--- src/rtl/onehot_sched_pkg.sv ---
// Shared types and helpers for the one-hot grant scheduler.
package onehot_sched_pkg;

    typedef enum logic [1:0] {
        IDLE  = 2'd0,
        GRANT = 2'd1,
        GAP   = 2'd2
    } sched_state_t;

    // Hold counter sized for the largest legal HOLD_MAX so every instance shares one width.
    localparam int HOLD_MAX_LIMIT = 255;
    localparam int HOLD_W         = $clog2(HOLD_MAX_LIMIT + 1);

    function automatic logic [15:0] idx2onehot(input logic [3:0] idx);
        logic [15:0] oh;
        unique case (idx)
            4'd0:    oh = 16'h0001;
            4'd1:    oh = 16'h0002;
            4'd2:    oh = 16'h0004;
            4'd3:    oh = 16'h0008;
            4'd4:    oh = 16'h0010;
            4'd5:    oh = 16'h0020;
            4'd6:    oh = 16'h0040;
            4'd7:    oh = 16'h0080;
            4'd8:    oh = 16'h0100;
            4'd9:    oh = 16'h0200;
            4'd10:   oh = 16'h0400;
            4'd11:   oh = 16'h0800;
            4'd12:   oh = 16'h1000;
            4'd13:   oh = 16'h2000;
            4'd14:   oh = 16'h4000;
            4'd15:   oh = 16'h8000;
            default: oh = 16'h0000;
        endcase
        return oh;
    endfunction

endpackage

--- src/rtl/onehot_grant_scheduler_rr_pick.sv ---
// Combinational round-robin picker: first set request at or after rr_ptr, cyclic.
module onehot_grant_scheduler_rr_pick #(
    parameter int N_REQ = 8,
    parameter int IDX_W = 3
) (
    input  logic [N_REQ-1:0] req,
    input  logic [IDX_W-1:0] rr_ptr,
    output logic             any,
    output logic [IDX_W-1:0] idx
);

    logic [N_REQ-1:0] rot_s;
    logic [IDX_W-1:0] pos_s;

    // Rotate so that rr_ptr lands on bit 0.
    always_comb begin
        rot_s = '0;
        for (int i = 0; i < N_REQ; i++) begin
            int j;
            j = i + int'(rr_ptr);
            if (j >= N_REQ) begin
                j = j - N_REQ;
            end else begin
                j = j;
            end
            rot_s[i] = req[j];
        end
    end

    // Lowest set bit of the rotated vector wins.
    always_comb begin
        pos_s = '0;
        for (int i = N_REQ - 1; i >= 0; i--) begin
            pos_s = rot_s[i] ? IDX_W'(i) : pos_s;
        end
    end

    // Rotate back; result stays below N_REQ even for non-power-of-two sizes.
    always_comb begin
        int s;
        any = |rot_s;
        s   = int'(pos_s) + int'(rr_ptr);
        if (s >= N_REQ) begin
            s = s - N_REQ;
        end else begin
            s = s;
        end
        idx = any ? IDX_W'(s) : '0;
    end

endmodule

--- src/rtl/onehot_grant_scheduler.sv ---
// Round-robin grant scheduler with hold limit, optional dead cycle and registered one-hot outputs.
module onehot_grant_scheduler
    import onehot_sched_pkg::*;
#(
    parameter int N_REQ    = 8,
    parameter int HOLD_MAX = 15,
    parameter int GAP_EN   = 1
) (
    input  logic                     clk,
    input  logic                     rst_n,
    input  logic                     enable,
    input  logic [N_REQ-1:0]         req,
    output logic                     grant_valid,
    output logic [$clog2(N_REQ)-1:0] grant_idx,
    output logic [N_REQ-1:0]         grant_onehot,
    output logic                     hold_expired
);

    localparam int                IDX_W    = $clog2(N_REQ);
    localparam logic [HOLD_W-1:0] HOLD_LIM = HOLD_W'(HOLD_MAX);
    localparam logic [IDX_W-1:0]  LAST_IDX = IDX_W'(N_REQ - 1);

    sched_state_t       state_q, state_d;
    logic [IDX_W-1:0]   idx_q, idx_d;
    logic [IDX_W-1:0]   rr_ptr_q, rr_ptr_d;
    logic [HOLD_W-1:0]  hold_cnt_q, hold_cnt_d;
    logic               expired_q, expired_d;

    logic               grant_valid_q, grant_valid_d;
    logic [IDX_W-1:0]   grant_idx_q, grant_idx_d;
    logic [N_REQ-1:0]   grant_onehot_q, grant_onehot_d;
    logic               hold_expired_q, hold_expired_d;

    logic               pick_any_s;
    logic [IDX_W-1:0]   pick_idx_s;
    logic [15:0]        own_oh16_s;
    logic [N_REQ-1:0]   own_oh_s;
    logic               own_req_s;
    logic               others_s;
    logic               release_s;
    logic [IDX_W-1:0]   next_ptr_s;

    onehot_grant_scheduler_rr_pick #(
        .N_REQ (N_REQ),
        .IDX_W (IDX_W)
    ) u_pick (
        .req    (req),
        .rr_ptr (rr_ptr_q),
        .any    (pick_any_s),
        .idx    (pick_idx_s)
    );

    assign own_oh16_s = idx2onehot(4'(idx_q));
    assign own_oh_s   = N_REQ'(own_oh16_s);
    assign own_req_s  = req[idx_q];
    assign others_s   = |(req & ~own_oh_s);
    assign next_ptr_s = (idx_q == LAST_IDX) ? '0 : idx_q + IDX_W'(1);

    // Next-state logic: pick, hold counting, release and pointer advance.
    always_comb begin
        state_d    = state_q;
        idx_d      = idx_q;
        rr_ptr_d   = rr_ptr_q;
        hold_cnt_d = hold_cnt_q;
        expired_d  = 1'b0;
        release_s  = 1'b0;
        case (state_q)
            IDLE: begin
                if (enable && pick_any_s) begin
                    state_d    = GRANT;
                    idx_d      = pick_idx_s;
                    hold_cnt_d = HOLD_W'(1);
                end else begin
                    state_d    = IDLE;
                end
            end
            GRANT: begin
                if (!own_req_s) begin
                    release_s  = 1'b1;
                end else if (hold_cnt_q < HOLD_LIM) begin
                    hold_cnt_d = hold_cnt_q + HOLD_W'(1);
                end else if (others_s) begin
                    release_s  = 1'b1;
                    expired_d  = 1'b1;
                end else begin
                    hold_cnt_d = HOLD_LIM;
                end
                if (release_s) begin
                    rr_ptr_d   = next_ptr_s;
                    hold_cnt_d = '0;
                    state_d    = (GAP_EN != 0) ? GAP : IDLE;
                end else begin
                    state_d    = GRANT;
                end
            end
            GAP: begin
                state_d = IDLE;
            end
            default: begin
                state_d = IDLE;
            end
        endcase
    end

    // Output stage is a registered view of the scheduling state, one cycle behind it.
    always_comb begin
        grant_valid_d  = (state_q == GRANT);
        grant_idx_d    = idx_q;
        grant_onehot_d = grant_valid_d ? own_oh_s : '0;
        hold_expired_d = expired_q;
    end

    // Scheduling state registers.
    always_ff @(posedge clk or negedge rst_n) begin
        if (!rst_n) begin
            state_q    <= IDLE;
            idx_q      <= '0;
            rr_ptr_q   <= '0;
            hold_cnt_q <= '0;
            expired_q  <= 1'b0;
        end else begin
            state_q    <= state_d;
            idx_q      <= idx_d;
            rr_ptr_q   <= rr_ptr_d;
            hold_cnt_q <= hold_cnt_d;
            expired_q  <= expired_d;
        end
    end

    // Output registers.
    always_ff @(posedge clk or negedge rst_n) begin
        if (!rst_n) begin
            grant_valid_q  <= 1'b0;
            grant_idx_q    <= '0;
            grant_onehot_q <= '0;
            hold_expired_q <= 1'b0;
        end else begin
            grant_valid_q  <= grant_valid_d;
            grant_idx_q    <= grant_idx_d;
            grant_onehot_q <= grant_onehot_d;
            hold_expired_q <= hold_expired_d;
        end
    end

    assign grant_valid  = grant_valid_q;
    assign grant_idx    = grant_idx_q;
    assign grant_onehot = grant_onehot_q;
    assign hold_expired = hold_expired_q;

endmodule

--- config.mk ---
export PLATFORM = sky130hd
export DESIGN_NAME = onehot_grant_scheduler
export DESIGN_NICKNAME = d
export VERILOG_FILES = /design/src/rtl/onehot_sched_pkg.sv /design/src/rtl/onehot_grant_scheduler_rr_pick.sv /design/src/rtl/onehot_grant_scheduler.sv
export SDC_FILE = /design/constraint.sdc
export NUM_CORES = 1
export LEC_CHECK = 0
export BUFFER_PORTS_ARGS = -buffer_cell sky130_fd_sc_hd__buf_2
export CAP_MARGIN = 30
export CORE_ASPECT_RATIO = 1.2
export CORE_MARGIN = 3
export CORE_UTILIZATION = 40
export DETAILED_ROUTE_END_ITERATION = 8
export PLACE_DENSITY = 0.67
export SYNTH_ARGS = -nofsm -noshare
export SYNTH_HDL_FRONTEND = slang
export SYNTH_HIERARCHICAL = 1
export SYNTH_SLANG_ARGS = --single-unit
--- constraint.sdc ---
create_clock -name clk -period 3.26 [get_ports clk]
set_input_delay 0.163 -clock clk [delete_from_list [all_inputs] [get_ports clk]]
set_output_delay 0.163 -clock clk [all_outputs]
set_load 0.005 [all_outputs]
== Yosys cells after proc, flatten, opt, wreduce, memory -nomap -nowiden ==
Memory sizes are Yosys's and may differ from the RTL's.
Cells that the tools add are included.

* Add/sub/neg operators: 19
* $mul: 0
* Divide/modulo/power cells: 0
* Magnitude comparators: 19
* Equal/unequal tests: 5
* Shifts and indexed selects: 0
* Multiplexer cells: 61
* Bitwise gates (word level): 2
* Reduce and logical (&&, ||, !) cells: 8

{| class="wikitable"
|+ Operators with widths
! operator !! number
|-
| $lt A32 B5 Y1 const B || 8
|-
| $mux W32 || 8
|-
| $ge A32 B5 Y1 const B || 7
|-
| $sub A32 B5 Y32 const B || 7
|-
| $mux W8 || 6
|-
| $mux W3 || 11
|-
| $bmux W1 S3 || 9
|-
| $mux W1 || 24
|-
| $add A3 B3 Y4 const A || 4
|-
| $pmux W8 S2 || 1
|-
| $reduce_or A8 Y1 || 2
|-
| $add A2 B3 Y4 const A || 2
|-
| $add A8 B1 Y8 const B || 1
|-
| $and A8 B8 Y8 || 1
|-
| $lt A8 B4 Y1 const B || 1
|-
| $not A8 Y8 || 1
|-
| $sub A3 B4 Y5 const B || 1
|-
| $add A1 B3 Y4 const A || 1
|-
| $add A3 B3 Y4 || 1
|-
| $ge A3 B4 Y1 const B || 1
|-
| $ge A4 B4 Y1 const B || 1
|-
| $lt A3 B4 Y1 const B || 1
|-
| $ne A4 B2 Y1 const B || 1
|-
| $pmux W2 S2 || 1
|-
| 12 further kinds || 13
|}

* Register bits: 30
* Bits in latches: 0
* Memory bits (writable): 0
* Memory bits (read-only): 64
* Input port bits: 11
* Output and inout port bits: 13
* Word-level logic and storage cells: 124
* Memories kept: 1

{| class="wikitable"
|+ Memories
! name !! words !! width !! rd ports !! clocked after Yosys merged registers in !! wr ports !! RTL line !! RTL
|-
| (no name shown) || 8 || 8 || 1 || 0 || 0 || onehot_sched_pkg.sv:16 || <nowiki>unique case (idx)</nowiki>
|}

== Logic depth before layout (Yosys ltp) ==
Gate-level depths: netlist of the first run.

* Depth in word-level cells: 18
* Gate-level depth with buffers: 15
* Gate-level depth less buffers: 13

== Cells and area by module ==
Netlist of the first run, hierarchy kept.

{| class="wikitable"
|+ By module, submodules not included
! module !! times used !! cells an instance !! area an instance (um^2) !! seq. area each (um^2)
|-
| onehot_grant_scheduler || 1 || 131 || 1428.9 || 750.7
|-
| onehot_grant_scheduler_rr_pick || 1 || 69 || 787.0 || 0.0
|}

== Worst setup path before layout of the first run ==
Ideal clock, no wire load.

* Kind: register to register
* From: reg rr_ptr_q[0]
* To: reg idx_q[2], in the netlist grant_idx_d[2]
* Setup time: 0.083 ns
* Arrival: 3.401 ns
* Required time: 3.177 ns
* Slack: -0.223 ns
* Cell stages (with the launch flop): 14
* Path buffers: 2
* Period minus slack after synthesis: 3.483 ns
* Cells stage by stage: dfrtp_1 -> buf_6 -> inv_2 -> ha_1 -> buf_6 -> mux4_2 -> mux2_2 -> or3_1 -> a31o_1 -> ha_1 -> fa_1 -> o32ai_1 -> nand2_1 -> o21ai_0

* Cells in the longest elaborated chain, start to end: 18
* Elaborated cells on any way between the ends: 71
* Those cells by class: add/sub: 17; order compare: 9; mux: 42; reduce/logical: 3

{| class="wikitable"
|+ Ends and longest elaborated chain
! item !! RTL line !! RTL
|-
| start, declared || onehot_grant_scheduler.sv:25 || <nowiki>logic [IDX_W-1:0] rr_ptr_q, rr_ptr_d;</nowiki>
|-
| start signal, assigned || onehot_grant_scheduler.sv:124 || <nowiki>rr_ptr_q <= rr_ptr_d;</nowiki>
|-
| $add A3 B3 Y4 || onehot_grant_scheduler_rr_pick.sv:20 || <nowiki>j = i + int'(rr_ptr);</nowiki>
|-
| $sub A32 B5 Y32 or $ge A32 B5 Y1 (tied branches) || onehot_grant_scheduler_rr_pick.sv:22, onehot_grant_scheduler_rr_pick.sv:21 ||
|-
| $mux W32 || onehot_grant_scheduler_rr_pick.sv:21 || <nowiki>if (j >= N_REQ) begin</nowiki>
|-
| $bmux W1 S3 || onehot_grant_scheduler_rr_pick.sv:26 || <nowiki>rot_s[i] = req[j];</nowiki>
|-
| $mux W1 (implied by the code) (2 in series) || onehot_grant_scheduler_rr_pick.sv:26 ||
|-
| $mux W3 (8 in series) || onehot_grant_scheduler_rr_pick.sv:34 || <nowiki>pos_s = rot_s[i] ? IDX_W'(i) : pos_s;</nowiki>
|-
| $add A3 B3 Y4 || onehot_grant_scheduler_rr_pick.sv:42 || <nowiki>s = int'(pos_s) + int'(rr_ptr);</nowiki>
|-
| $ge A4 B4 Y1 or $sub A3 B1 Y3 (tied branches) || onehot_grant_scheduler_rr_pick.sv:43, onehot_grant_scheduler_rr_pick.sv:44 ||
|-
| $mux W3 || onehot_grant_scheduler_rr_pick.sv:43 || <nowiki>if (s >= N_REQ) begin</nowiki>
|-
| $mux W3 (*) || onehot_grant_scheduler_rr_pick.sv:48 || <nowiki>idx = any ? IDX_W'(s) : '0;</nowiki>
|-
| net pick_idx_s[2] || onehot_grant_scheduler.sv:35 || <nowiki>logic [IDX_W-1:0] pick_idx_s;</nowiki>
|-
| end signal, assigned || onehot_grant_scheduler.sv:123 || <nowiki>idx_q <= idx_d;</nowiki>
|-
| end, declared || onehot_grant_scheduler.sv:24 || <nowiki>logic [IDX_W-1:0] idx_q, idx_d;</nowiki>
|}

The timed path passes the listed nets; every way through them passes the cells marked *. The select of a mux whose other input is x is not followed.
A chain may end at the register's enable or synchronous reset.

== Final worst setup path of the first run ==
Same ends and word-level chain as after synthesis.

==> results.ini, run 1 <==
[place]
place_hpwl_mm=3.54
place_ws_ps=16.1
gp_congestion=0.832
io_buffer_count=23

[route]
drt-initial-drc-count=157
ant_nets=0
post_drt_wl_per_cell_um=16.8
vias=1735
first_pass_iters=5
drc=0
via_per_inst=5.86
wl_mm=4.97

[setup_path]
critPathLaunchType=flip-flop
crit_arrival_ps=3430
critPathRequiredTime_ps=3460
endpoint_kind=flip-flop
crit_fanout=7
worstSetupPathType=reg2reg

[global_routing]
grt_max_degree=31
track_usage_pct=16.7
grt-ovfl-total=0
grt_pass1_vias=1695
grt_antenna_before_repair=0
grt_pass1_wl_mm=8.27

[yosys]
synthArstFlopShare_pct=100
yosys.area.top_type_share_pct=33.9
synthTopCellsByArea=dfrtp_1, mux4_1, mux4_2, ha_1, mux2_4
syn-num-nets=222
yosysTopAreaCell=dfrtp_1
synth-edff-count=0
synth_seq_cells=30
synthCells=200
ys_seq_area_share_pct=33.9
avgSynthCellArea_um2=11.1
synth_area_mm2=0.00222
synth.yosys.warnings=6
ys_types=56
synth_ff_type=dfrtp_1

[clock_network]
worstSkewPairLatency_ps=290
root_buffer=clkbuf_8
htree_levels=2
cts.sinks=30
tritoncts.num_buffers=5
clk_path_buf_depth=2
path_clk_slew_ps=70
cts_tree=yes

[die]
fp.dieH_um=87.5
die-area_mm2=0.00647
initial_utilization_pct=41.5
dieWidth_um=73.9
core_mm2=0.00533
num_rows=29
ios=24

[sta]
finalHoldViolCount=0
period_minus_slack_ps=3230
tightest_slew_ps=658
finalCritPeriodShare_pct=99.0
finalSetupViolations=0
setup_ws_ps=33.4
rsz0062_at_grt=true
skew_ps=6.90
slew_viol_final=0
slew_headroom_pct=56.1
setup_tns_ps=0
fmax_mhz=310

[status]
status=finished, final reports clean

[cells_and_area]
final-seq-area_um2=753
final_cell_mix=dfrtp_1, buf_2, nand2_1
final_common_cell=dfrtp_1
antenna_cells=0
nFillCells=479
layout-drive-gt1-share_pct=33.8
nNetsFinal=255
area_growth_pct=18.5
multi_input_area_mm2=0.00141

[worst_hold_path]
hp-class=reg2reg

[pwr]
p_leak_uw=0.00121
power_density_mw_per_mm2=1100
ir_drop_uv=363

[run]
drv_cap=0

-- sequential cells by signal, summed over array words and instances (netlist names) --
register / count
grant_onehot: 8
hold_cnt_q: 8
grant_idx: 3
grant_idx_d: 3
rr_ptr_q: 3
state_q: 2
expired_q: 1
grant_valid: 1
hold_expired: 1
-- through the flow --
| step | hold WS (ps) | util [%] | cell area, um2 | instances | total power (uW) |
|---|---|---|---|---|---|
| after floorplan | -133 | - | 2260 | 200 | 1970 |
| after global placement | 231 | 45.6 | 2430 | 282 | 2320 |
| after detailed placement | 238 | 45.6 | 2430 | 282 | 2330 |
| after CTS | 361 | 47.7 | 2540 | 291 | 2690 |
| after global routing | 362 | 49.2 | 2630 | 296 | 3130 |
| final | 356 | 49.2 | 2630 | 296 | 2880 |
-- area by class of cell --
class	count	area share, %
clock buffers	6	3.15
clock inverters	2	0.477
inverters	14	2.29
multi-input cells	145	53.8
flip-flops and latches	30	28.7
well taps	62	2.96
repair buffers	37	8.63
-- synth_stat cells, types with 2 or more instances --
master / number
dfrtp_1: 30
nand2_1: 16
nand3_1: 13
inv_1: 12
ha_1: 10
nor2_1: 9
mux4_2: 8
mux2i_1: 7
mux4_1: 7
a21oi_1: 6
and2_1: 5
mux2_4: 5
and3_1: 4
buf_6: 4
clkbuf_1: 4
o21ai_0: 4
a31o_1: 3
buf_2: 3
mux2_2: 3
nor2b_1: 3
nor3_1: 3
or3_1: 3
a21boi_1: 2
nor4_1: 2
o2bb2ai_1: 2
o32ai_1: 2
-- power breakdown --
part           leakage, uW  internal [uW]  switching [uW]  total [uW]
combinational     0.000770           1030             938        1960
clock            0.0000472            169             140         310
sequential        0.000388            483             128         611
total              0.00121           1680            1210        2880
-- per-layer routing --
metal	GRT usage [%]	wire length (um)	share of wire, %	vias to the layer above
li1	-	-	-	818
met1	20.5	2110	42	862
met2	27.8	2520	51	47
met3	4.82	252	5.1	8
met4	5.77	90	1.8	0
met5	0	0	0	-
-- worst max-delay path: stages (launching register included) --
cell and delay (ps):
dfrtp_2 430, inv_8 40, ha_4 330, mux2_4 320
mux4_2 510, buf_4 160, a32o_2 250, a31o_1 180
ha_2 170, fa_2 380, o32ai_4 230, nand2_1 70
o21ai_0 70
-- cells by family (layout without fill, tap and decap cells) --
family                   Yosys count  count (layout)  share of synthesized area, %
AND/OR/NAND/NOR                   67              67                          16.2
multiplexers                      30              30                          24.5
XOR/XNOR                           2               2                         0.791
flip-flops                        30              30                          33.9
AO/OA/AOI/OAI                     35              35                          12.3
adder cells (fa/ha/maj)           11              11                          6.55
buffers and inverters             25              59                          5.76
-- final timing paths --
| kind | from | to | slack [ps] | cells after the start |
|---|---|---|---|---|
| worst min-delay path | expired_q | hold_expired | 360 | 0 |
| worst max register to register | rr_ptr_q[0] | grant_idx_d[2] | 30 | 12 |
| min in group asynchronous | rst_n | hold_cnt_q[1] | 440 | 2 |
| worst max-delay path | rr_ptr_q[0] | grant_idx_d[2] | 30 | 12 |
| worst min register to register | expired_q | hold_expired | 360 | 0 |
| max in group asynchronous | rst_n | rr_ptr_q[1] | 2350 | 2 |
-- repair_timing --
item	4_1_cts	5_1_grt
resized for setup	1	11
cloned	0	0
hold endpoints to repair	30	0
setup buffers	0	5
endpoints found under the setup margin	1	9
hold buffers	1	0
pin swaps	0	5
No activity file was read; power rests on OpenSTA's default activity.
==> run 2: changes to the inputs <==
Settings changed: SETUP_SLACK_MARGIN set to 0.2.
==> run 2 against run 1 <==
Net effect: routed wire length is 1.0% higher; die area unchanged; register-to-register slack improved by 50 ps; power shrank 1.5%; global-route usage increased by 0.087 points; fmax rose by 1.7%; hold slack lost 3.4 ps; clock skew shrank 0.79 ps; sequential share of layout area increased by 0.23 points; sequential power fell by 0.8%.
==> results.ini, run 2 (synthesis results as in run 1) <==
[cells_and_area]
antenna_cells=0  ; unchanged
final_common_cell=dfrtp_1  ; unchanged
final_cells=297  ; was 296
nNetsFinal=256  ; was 255
design_area_mm2=0.00260  ; was 0.00263 mm2
layout-drive-gt1-share_pct=33.2  ; was 33.8%
area_growth_pct=17.5  ; was 18.5%
final_cell_mix=dfrtp_1, buf_2, nand2_1  ; unchanged

[place]
io_buffer_count=23  ; unchanged
place_hpwl_mm=3.61  ; was 3.54 mm
place_area_mm2=0.00244  ; was 0.00243 mm2
place_ws_ps=42.4  ; was 16.1 ps
place_inst=283  ; was 282
gp_congestion=0.882  ; was 0.832

[setup_path]
path_cells=inv_8, ha_4, mux4_2, mux2_4, or3_1, a31o_1, ha_2, fa_2, nor2b_4, nand2_1, o21ai_1  ; was inv_8, ha_4, mux2_4, mux4_2, buf_4, a32o_2, a31o_1, ha_2, fa_2, o32ai_4, nand2_1, o21ai_0
critPathRequiredTime_ps=3470  ; was 3460 ps
crit_fanout=7  ; unchanged
critPathTopFamily=adder cells  ; unchanged
crit_buf_inv=1  ; was 2
critPathLaunchType=flip-flop  ; unchanged
cp-startpoint=rr_ptr_q[0]  ; unchanged
r2r_start=rr_ptr_q[0]  ; unchanged
endpoint_kind=flip-flop  ; unchanged
worstSetupPathType=reg2reg  ; unchanged
slowest_delay_ps=580  ; was 510 ps
crit_arrival_ps=3380  ; was 3430 ps
cpMaxStageDelayCell=mux4_2  ; unchanged

[die]
ios=24  ; unchanged
initial_utilization_pct=41.5  ; unchanged
die-area_mm2=0.00647  ; unchanged
fp.dieH_um=87.5  ; unchanged
num_rows=29  ; unchanged
dieWidth_um=73.9  ; unchanged
core_mm2=0.00533  ; unchanged

[route]
first_pass_iters=4  ; was 5
drt-initial-drc-count=133  ; was 157
drc=0  ; unchanged
via_per_inst=5.87  ; was 5.86
wl_mm=5.02  ; was 4.97 mm
vias=1742  ; was 1,735
ant_nets=0  ; unchanged
post_drt_wl_per_cell_um=16.9  ; was 16.8 um

[worst_hold_path]
hp-class=reg2reg  ; unchanged
hp-start=expired_q  ; unchanged

[sta]
finalCritPeriodShare_pct=97.3  ; was 99.0%
rsz0062_at_grt=true  ; unchanged
fmax_mhz=315  ; was 310 MHz
finalSetupViolations=0  ; unchanged
tightest_slew_ps=670  ; was 658 ps
fin_hold_ws_ps=352  ; was 356 ps
slew_headroom_pct=55.3  ; was 56.1%
period_minus_slack_ps=3170  ; was 3230 ps
setup_ws_ps=86.9  ; was 33.4 ps
slew_viol_final=0  ; unchanged
finalHoldViolCount=0  ; unchanged
skew_ps=6.11  ; was 6.90 ps

[clock_network]
htree_levels=2  ; unchanged
tritoncts.num_buffers=5  ; unchanged
cts_tree=yes  ; unchanged
cts.sinks=30  ; unchanged
worstSkewPairLatency_ps=280  ; was 290 ps
clk_path_buf_depth=2  ; unchanged
root_buffer=clkbuf_8  ; unchanged
path_clk_slew_ps=70  ; about the same

[global_routing]
grt_pass1_wl_mm=8.33  ; was 8.27 mm
grt-ovfl-total=0  ; unchanged
grt_antenna_before_repair=0  ; unchanged
grt_max_degree=31  ; unchanged
track_usage_pct=16.8  ; was 16.7%
grt_pass1_vias=1704  ; was 1,695

[pwr]
ir_drop_uv=449  ; was 363 uV
power_density_mw_per_mm2=1090  ; was 1100 mW/mm2
p_leak_uw=0.00121  ; about the same
power_uw=2840  ; was 2880 uW

[run]
drv_cap=0  ; unchanged

[status]
status=finished, final reports clean  ; unchanged

==> run 2: changes by cell type in the layout (fill, tap and decap cells not counted) <==
| cell | previous run | this run |
|---|---|---|
| a21oi_2 | 0 | 1 |
| a21oi_4 | 1 | 0 |
| buf_4 | 12 | 14 |
| buf_6 | 1 | 0 |
| clkbuf_1 | 0 | 1 |
| clkinvlp_4 | 1 | 0 |
| nand2_1 | 15 | 16 |
| nand2_2 | 1 | 0 |
| o32ai_2 | 0 | 1 |
| o32ai_4 | 1 | 0 |
==> run 2: worst reg2reg max path: stages (launching register included) <==
cell and delay, ps:
dfrtp_2 410, inv_8 40, ha_4 320, mux4_2 580, mux2_4 300, or3_1 340
a31o_1 180, ha_2 170, fa_2 520, nor2b_4 130, nand2_1 40, o21ai_1 60
==> run 2: layer usage <==
metal  track usage [%]  routed length, um
met2              28.3               2590
met5                 0                  0
met1              21.5               2140
met4              6.10                 78
met3              2.87                218
==> run 2: worst paths after layout <==
kind                             endpoint  slack [ps]  cells past startpoint
setup reg to reg           grant_idx_d[1]          90                     11
hold reg to reg              hold_expired         350                      0
max in group asynchronous     rr_ptr_q[1]        2340                      2
hold / removal               hold_expired         350                      0
min in group asynchronous      state_q[1]         440                      2
setup / recovery           grant_idx_d[1]          90                     11
==> run 2: layout make-up <==
class | count | area [um2]
sequential | 30 | 753
multi-input combinational | 145 | 1390
timing repair buffer | 38 | 230
fill | 499 | 2730
tap | 62 | 77.6
inverter | 14 | 60.1
clock buffer | 7 | 86.3
clock inverter | 1 | 5.00
==> run 2: what timing repair did <==
item | in CTS | in global routing
pin swaps | 2 | 3
setup buffers | 4 | 1
resized for setup | 3 | 2
hold buffers | 1 | 0
hold endpoints to repair | 30 | 0
setup endpoints to repair | 10 | 10
==> run 2: power by group <==
part / switching, uW / internal [uW]
Clock: 138 / 170
Sequential: 123 / 483
Combinational: 913 / 1020
Total: 1170 / 1670
==> run 2: stage by stage <==
stage / TNS [ps] / util (%)
global placement: 0 / 45.8
floorplan: -75.1 / -
finish: 0 / 48.8
global route: 0 / 48.8
detailed placement: 0 / 45.8
CTS: 0 / 48.5
